--- src/rtl/dmem_pkg.sv ---
// Shared width encodings, arbiter state type and access legality rule for the data-memory arbiter.
package dmem_pkg;

  localparam logic [2:0] WIDTH_B  = 3'b000;
  localparam logic [2:0] WIDTH_H  = 3'b001;
  localparam logic [2:0] WIDTH_W  = 3'b010;
  localparam logic [2:0] WIDTH_BU = 3'b011;
  localparam logic [2:0] WIDTH_HU = 3'b100;

  typedef enum logic {
    ARB    = 1'b0,
    LOCKED = 1'b1
  } arb_state_t;

  // Halfwords need even addresses, words need 4-byte alignment, 101..111 never legal.
  function automatic logic is_legal(input logic [2:0] width, input logic [1:0] addr_lo);
    case (width)
      WIDTH_B, WIDTH_BU: is_legal = 1'b1;
      WIDTH_H, WIDTH_HU: is_legal = ~addr_lo[0];
      WIDTH_W:           is_legal = (addr_lo == 2'b00);
      default:           is_legal = 1'b0;
    endcase
  endfunction

endpackage

--- src/rtl/dmem_arbiter_if.sv ---
// One requester port of the data-memory arbiter: request fields in, zero-cycle grant and
// one-cycle registered response out.
interface dmem_arbiter_if #(
  parameter int ADDR_W = 9
);
  logic              req;
  logic              we;
  logic [2:0]        width;
  logic [ADDR_W-1:0] addr;
  logic [31:0]       wdata;
  logic              gnt;
  logic              rvalid;
  logic [31:0]       rdata;
  logic              err;

  modport master (output req, we, width, addr, wdata, input gnt, rvalid, rdata, err);
  modport slave  (input req, we, width, addr, wdata, output gnt, rvalid, rdata, err);
endinterface

--- src/rtl/dmem_resp_reg.sv ---
// Per-port response register: captures rvalid/err/rdata on the grant cycle, presents them one cycle later.
module dmem_resp_reg (
  input  logic        clk,
  input  logic        rst,
  input  logic        gnt,
  input  logic        we,
  input  logic        legal,
  input  logic [31:0] mem_rdata,
  output logic        rvalid,
  output logic        err,
  output logic [31:0] rdata
);

  always_ff @(posedge clk) begin
    if (rst) begin
      rvalid <= 1'b0;
      err    <= 1'b0;
      rdata  <= '0;
    end else begin
      rvalid <= gnt;
      err    <= gnt & ~legal;
      rdata  <= (gnt & ~we & legal) ? mem_rdata : '0;
    end
  end

endmodule

--- src/rtl/dmem_arbiter.sv ---
// Fixed-priority two-port arbiter for the single-port data memory with starvation guard and port-1 lock.
// Grant is combinational in the request cycle; response registered one cycle later; losers simply hold req.
module dmem_arbiter
  import dmem_pkg::*;
#(
  parameter int ADDR_W   = 9,
  parameter int MAX_WAIT = 4
) (
  input  logic              clk,
  input  logic              rst,
  dmem_arbiter_if.slave     m0,
  dmem_arbiter_if.slave     m1,
  input  logic              m1_lock,
  output logic              mem_we,
  output logic              mem_re,
  output logic [2:0]        mem_width_sel,
  output logic [ADDR_W-1:0] mem_addr,
  output logic [31:0]       mem_wdata,
  input  logic [31:0]       mem_rdata
);

  arb_state_t        state_q, state_d;
  logic [3:0]        wait_cnt_q;
  logic              gnt0, gnt1, any_gnt;
  logic              sel_we, legal;
  logic [2:0]        sel_width;
  logic [ADDR_W-1:0] sel_addr;
  logic [31:0]       sel_wdata;

  always_comb begin
    gnt0    = 1'b0;
    gnt1    = 1'b0;
    state_d = state_q;
    if (!rst) begin
      case (state_q)
        ARB: begin
          if (m1.req && (!m0.req || wait_cnt_q == 4'(MAX_WAIT))) begin
            gnt1 = 1'b1;
          end else if (m0.req) begin
            gnt0 = 1'b1;
          end
          if (gnt1 && m1_lock) state_d = LOCKED;
        end
        LOCKED: begin
          // Port 0 is shut out; release only when port 1 drops the lock.
          gnt1 = m1.req;
          if (!m1_lock) state_d = ARB;
        end
        default: state_d = ARB;
      endcase
    end
  end

  assign m0.gnt  = gnt0;
  assign m1.gnt  = gnt1;
  assign any_gnt = gnt0 | gnt1;

  assign sel_we    = gnt1 ? m1.we    : m0.we;
  assign sel_width = gnt1 ? m1.width : m0.width;
  assign sel_addr  = gnt1 ? m1.addr  : m0.addr;
  assign sel_wdata = gnt1 ? m1.wdata : m0.wdata;
  assign legal     = is_legal(sel_width, sel_addr[1:0]);

  assign mem_re        = any_gnt & ~sel_we & legal;
  assign mem_we        = any_gnt &  sel_we & legal;
  assign mem_width_sel = any_gnt ? sel_width : '0;
  assign mem_addr      = any_gnt ? sel_addr  : '0;
  assign mem_wdata     = any_gnt ? sel_wdata : '0;

  always_ff @(posedge clk) begin
    if (rst) state_q <= ARB;
    else     state_q <= state_d;
  end

  always_ff @(posedge clk) begin
    if (rst || !m1.req || gnt1) begin
      wait_cnt_q <= '0;
    end else if (wait_cnt_q != 4'(MAX_WAIT)) begin
      wait_cnt_q <= wait_cnt_q + 4'd1;
    end
  end

  dmem_resp_reg u_resp0 (
    .clk       (clk),
    .rst       (rst),
    .gnt       (gnt0),
    .we        (sel_we),
    .legal     (legal),
    .mem_rdata (mem_rdata),
    .rvalid    (m0.rvalid),
    .err       (m0.err),
    .rdata     (m0.rdata)
  );

  dmem_resp_reg u_resp1 (
    .clk       (clk),
    .rst       (rst),
    .gnt       (gnt1),
    .we        (sel_we),
    .legal     (legal),
    .mem_rdata (mem_rdata),
    .rvalid    (m1.rvalid),
    .err       (m1.err),
    .rdata     (m1.rdata)
  );

endmodule
--- src/flat_wrapper.sv ---
// flat-port wrapper written by rule: the top's interface ports become plain ports
module dmem_arbiter_flat import dmem_pkg::*;
#(
  parameter int ADDR_W   = 9,
  parameter int MAX_WAIT = 4
)
  (clk, rst, m1_lock, mem_we, mem_re, mem_width_sel, mem_addr, mem_wdata, mem_rdata, m0_req, m0_we, m0_width, m0_addr, m0_wdata, m0_gnt, m0_rvalid, m0_rdata, m0_err, m1_req, m1_we, m1_width, m1_addr, m1_wdata, m1_gnt, m1_rvalid, m1_rdata, m1_err);
  dmem_arbiter_if #(.ADDR_W(ADDR_W)) m0_i ();
  dmem_arbiter_if #(.ADDR_W(ADDR_W)) m1_i ();
  input  logic clk;
  input  logic rst;
  input  logic m1_lock;
  output logic mem_we;
  output logic mem_re;
  output logic [2:0] mem_width_sel;
  output logic [ADDR_W-1:0] mem_addr;
  output logic [31:0] mem_wdata;
  input  logic [31:0] mem_rdata;
  input wire logic [$bits(m0_i.req)-1:0] m0_req;
  input wire logic [$bits(m0_i.we)-1:0] m0_we;
  input wire logic [$bits(m0_i.width)-1:0] m0_width;
  input wire logic [$bits(m0_i.addr)-1:0] m0_addr;
  input wire logic [$bits(m0_i.wdata)-1:0] m0_wdata;
  output wire logic [$bits(m0_i.gnt)-1:0] m0_gnt;
  output wire logic [$bits(m0_i.rvalid)-1:0] m0_rvalid;
  output wire logic [$bits(m0_i.rdata)-1:0] m0_rdata;
  output wire logic [$bits(m0_i.err)-1:0] m0_err;
  input wire logic [$bits(m1_i.req)-1:0] m1_req;
  input wire logic [$bits(m1_i.we)-1:0] m1_we;
  input wire logic [$bits(m1_i.width)-1:0] m1_width;
  input wire logic [$bits(m1_i.addr)-1:0] m1_addr;
  input wire logic [$bits(m1_i.wdata)-1:0] m1_wdata;
  output wire logic [$bits(m1_i.gnt)-1:0] m1_gnt;
  output wire logic [$bits(m1_i.rvalid)-1:0] m1_rvalid;
  output wire logic [$bits(m1_i.rdata)-1:0] m1_rdata;
  output wire logic [$bits(m1_i.err)-1:0] m1_err;
  assign m0_i.req = m0_req;
  assign m0_i.we = m0_we;
  assign m0_i.width = m0_width;
  assign m0_i.addr = m0_addr;
  assign m0_i.wdata = m0_wdata;
  assign m0_gnt = m0_i.gnt;
  assign m0_rvalid = m0_i.rvalid;
  assign m0_rdata = m0_i.rdata;
  assign m0_err = m0_i.err;
  assign m1_i.req = m1_req;
  assign m1_i.we = m1_we;
  assign m1_i.width = m1_width;
  assign m1_i.addr = m1_addr;
  assign m1_i.wdata = m1_wdata;
  assign m1_gnt = m1_i.gnt;
  assign m1_rvalid = m1_i.rvalid;
  assign m1_rdata = m1_i.rdata;
  assign m1_err = m1_i.err;
  dmem_arbiter #(.ADDR_W(ADDR_W), .MAX_WAIT(MAX_WAIT)) u_core (.clk(clk), .rst(rst), .m0(m0_i), .m1(m1_i), .m1_lock(m1_lock), .mem_we(mem_we), .mem_re(mem_re), .mem_width_sel(mem_width_sel), .mem_addr(mem_addr), .mem_wdata(mem_wdata), .mem_rdata(mem_rdata));
endmodule
--- config.mk ---
export PLATFORM = sky130hd
export DESIGN_NAME = dmem_arbiter_flat
export DESIGN_NICKNAME = d
export VERILOG_FILES = /design/src/rtl/dmem_pkg.sv /design/src/rtl/dmem_arbiter_if.sv /design/src/rtl/dmem_resp_reg.sv /design/src/rtl/dmem_arbiter.sv /design/src/flat_wrapper.sv
export SDC_FILE = /design/constraint.sdc
export NUM_CORES = 1
export LEC_CHECK = 0
export CELL_PAD_IN_SITES_DETAIL_PLACEMENT = 0
export CELL_PAD_IN_SITES_GLOBAL_PLACEMENT = 1
export CORE_MARGIN = 5
export CORE_UTILIZATION = 21
export CTS_CLUSTER_SIZE = 20
export DETAILED_ROUTE_END_ITERATION = 10
export PLACE_DENSITY = 0.76
export SYNTH_ARGS = -nofsm -noshare
export SYNTH_HDL_FRONTEND = slang
export SYNTH_SLANG_ARGS = --single-unit
--- constraint.sdc ---
create_clock -name clk -period 2.3 [get_ports clk]
set_input_delay 0.23 -clock clk [delete_from_list [all_inputs] [get_ports clk]]
set_output_delay 0.23 -clock clk [all_outputs]
set_load 0.03 [all_outputs]
==> impl_metrics.py <==
metrics = {
    "sta": {
        "fin_skew_ps": 7.55,
        "layout_setup_ws_ps": 50.3,
        "slew_headroom": 0.736,
        "grt_setup_unrepaired": "true",
        "worstMarginPinSlew_ps": 394,
        "post-route-min-period_ps": 2250,
        "fmax_ghz": 0.445,
        "setup_viol": 0,
        "fin_crit_sh": 0.978,
        "hold-worst-slack_ps": 494,
        "slew_violations": 0,
        "setup_tns_ps": 0,
        "hold_viol": 0,
    },
    "worst_setup_path": {
        "rr_worst_depth": 7,
        "crit_path_end_kind": "output pin",
        "critPathMaxStageDelay_ps": 330,
        "cp.required_ps": 2070,
        "crit_chain": "inv_2, ha_4, and3b_4, a211oi_4, buf_6, clkbuf_16, a22o_1, buf_6",
        "cpMostUsedCell": "buf_6",
        "worstPathArrival_ps": 2020,
        "crit_slowest_cell": "dfxtp_2",
        "regToRegStartpoint": "u_core.wait_cnt_q[1]$_SDFFE_PP0N_",
        "startpoint": "u_core.wait_cnt_q[1]$_SDFFE_PP0N_",
        "r2r_slack_ps": 480,
        "cp-start-kind": "flip-flop",
        "crit_fanout": 6,
        "critical_path_class": "flip-flop to output pin",
    },
    "floorplan": {
        "die_h_um": 124,
        "die_w_um": 124,
        "core-area_um2": 12700,
        "die_area_um2": 15300,
        "start_util": 0.215,
        "pin_count": 243,
        "rows": 41,
    },
    "grt": {
        "overflow": 0,
        "grt_pass1_vias": 3076,
        "grt_pass1_wl_um": 15600,
        "antenna_found_initial": 0,
        "grt_max_degree": 46,
        "grt_use_total": 0.133,
    },
    "hold_path": {
        "hold_start": "mem_rdata[5]",
        "hp-class": "input port to flip-flop",
        "worstHoldPathCells": 2,
    },
    "cells_and_area": {
        "fin_util": 0.465,
        "regArea_um2": 1460,
        "stdcell_area_um2": 5890,
        "mostFrequentLayoutCells": "clkdlybuf4s50_1 (194), dfxtp_1 (71), a22o_1 (40), buf_4 (34), and3_1 (32)",
        "n_fill_cell": 1174,
        "area_growth_syn_to_layout_pct": 116,
        "nets": 626,
        "drive_gt1_frac": 0.259,
        "antenna_cells": 0,
        "stdcell_count": 674,
        "final_common_cell": "clkdlybuf4s50_1",
        "multiInputGateArea_um2": 1180,
    },
    "drt": {
        "drc_errors": 0,
        "met1Wirelength_um": 4090,
        "vias": 2823,
        "highest_layer": "met4",
        "wire_per_inst_um": 16.3,
        "dr_wl_met2_um": 5450,
        "via_per_inst": 4.19,
        "drt_iter0_drc": 118,
        "drtPass1Iterations": 4,
        "routed_wl_um": 11000,
        "drt.antenna.violating_nets": 0,
        "wl_met3_um": 1200,
    },
    "clocking": {
        "clkTransAtPathRegs_ps": 60,
        "clockRootBuffer": "clkbuf_16",
        "clock_latency_ps": 320,
        "cts_max_level": 3,
        "clk_path_buf_depth": 2,
        "cts_sinks": 73,
        "cts_tree": "done",
        "numCtsBuffers": 9,
    },
    "logic_synthesis": {
        "synth_area_um2": 2720,
        "ys_ff_latch": 73,
        "yosysUniqueCellTypes": 37,
        "syn_nets": 372,
        "synth_ff_type": "dfxtp_1",
        "synth_warnings": 0,
        "synthesis.area_per_instance_um2": 11.2,
        "syn_inst": 243,
        "synth_edf_count": 0,
        "ys_seq_area_frac": 0.537,
        "async_flop_share": 0,
    },
    "pwr": {
        "total_leakage_power_nw": 2.51,
        "power.density_nw_per_um2": 597,
        "vdd_drop_max_v": 0.000329,
        "total_power_mw": 3.51,
    },
    "placed_design": {
        "post_dp_cell_area_um2": 5280,
        "pre_cts_ws_ps": 129,
        "gp_congestion": 0.815,
        "dpl.hpwl_um": 8310,
        "io_buffers": 242,
        "dp.cells": 647,
    },
    "outcome": {
        "status": "finished clean",
    },
    "run": {
        "drv_cap": 0,
    },
}
layout make-up:
type / count / share of cell area
Timing Repair Buffer: 261 / 0.455
Clock inverter: 4 / 0.0130
Tap cell: 172 / 0.0366
Clock buffer: 12 / 0.0419
Inverter: 5 / 0.00319
Multi-Input combinational cell: 147 / 0.201
Sequential cell: 73 / 0.249
metal layers:
layer	vias to the layer above	GRT usage
met5	-	0
met4	0	0.0534
met3	13	0.0531
met2	170	0.231
met1	1262	0.144
li1	1378	-
synthesized netlist by cell type (3+ instances only):
cell type  instances  area [µm²]
and2_2            31         233
buf_2             11        55.1
and3_1            32         200
buf_6              3        33.8
clkbuf_2           3        15.0
a22o_1            43         377
dfxtp_1           73        1460
inv_1              4        15.0
a21oi_1            4        20.0
nor2_1             5        18.8
what timing repair did:
| action | in CTS | in global routing |
|---|---|---|
| endpoints found under the setup margin | 46 | 25 |
| pin swaps | 3 | 6 |
| buffers inserted | 5 | 2 |
| gates resized for setup | 19 | 15 |
| gates cloned | 2 | 2 |
| hold buffers | 0 | 0 |
power by group:
part           switching (mW)  internal [mW]  total [mW]  leakage [nW]
Combinational           0.337          0.417       0.755          1.76
Sequential            0.00615           1.29        1.29         0.591
Clock                   0.486          0.981        1.47         0.153
path summary, 6_finish.rpt:
check / end
setup / recovery: mem_addr[4]
hold / removal: u_core.u_resp0.rdata[5]$_SDFF_PP0_
setup reg to reg: u_core.u_resp0.rdata[0]$_SDFF_PP0_
hold reg to reg: u_core.wait_cnt_q[0]$_SDFFE_PP0N_
kinds of logic after synthesis:
family	share of synthesized area
DFF	0.537
muxes	0.00551
xor gates and xnor gates	0.00322
buffers and inverters	0.0478
AOI/OAI and AO/OA	0.182
adders and majority gates	0.0170
and+or+nand+nor	0.208
critical path: cells and delay by family, from the launching register on:
| family | cells | cell delay [ps] |
|---|---|---|
| buffers and inverters | 4 | 540 |
| AOI/OAI and AO/OA | 2 | 450 |
| DFF | 1 | 330 |
| and+or+nand+nor | 1 | 210 |
| adders and majority gates | 1 | 160 |
sequential cells by signal (all words and copies together) (netlist names):
signal	flops
u_core.u_resp1.rvalid	1
u_core.u_resp1.err	1
u_core.wait_cnt_q	4
u_core.u_resp1.rdata	32
u_core.u_resp0.err	1
u_core.state_q	1
u_core.u_resp0.rdata	32
u_core.u_resp0.rvalid	1
(Power assumes the default switching activity.)
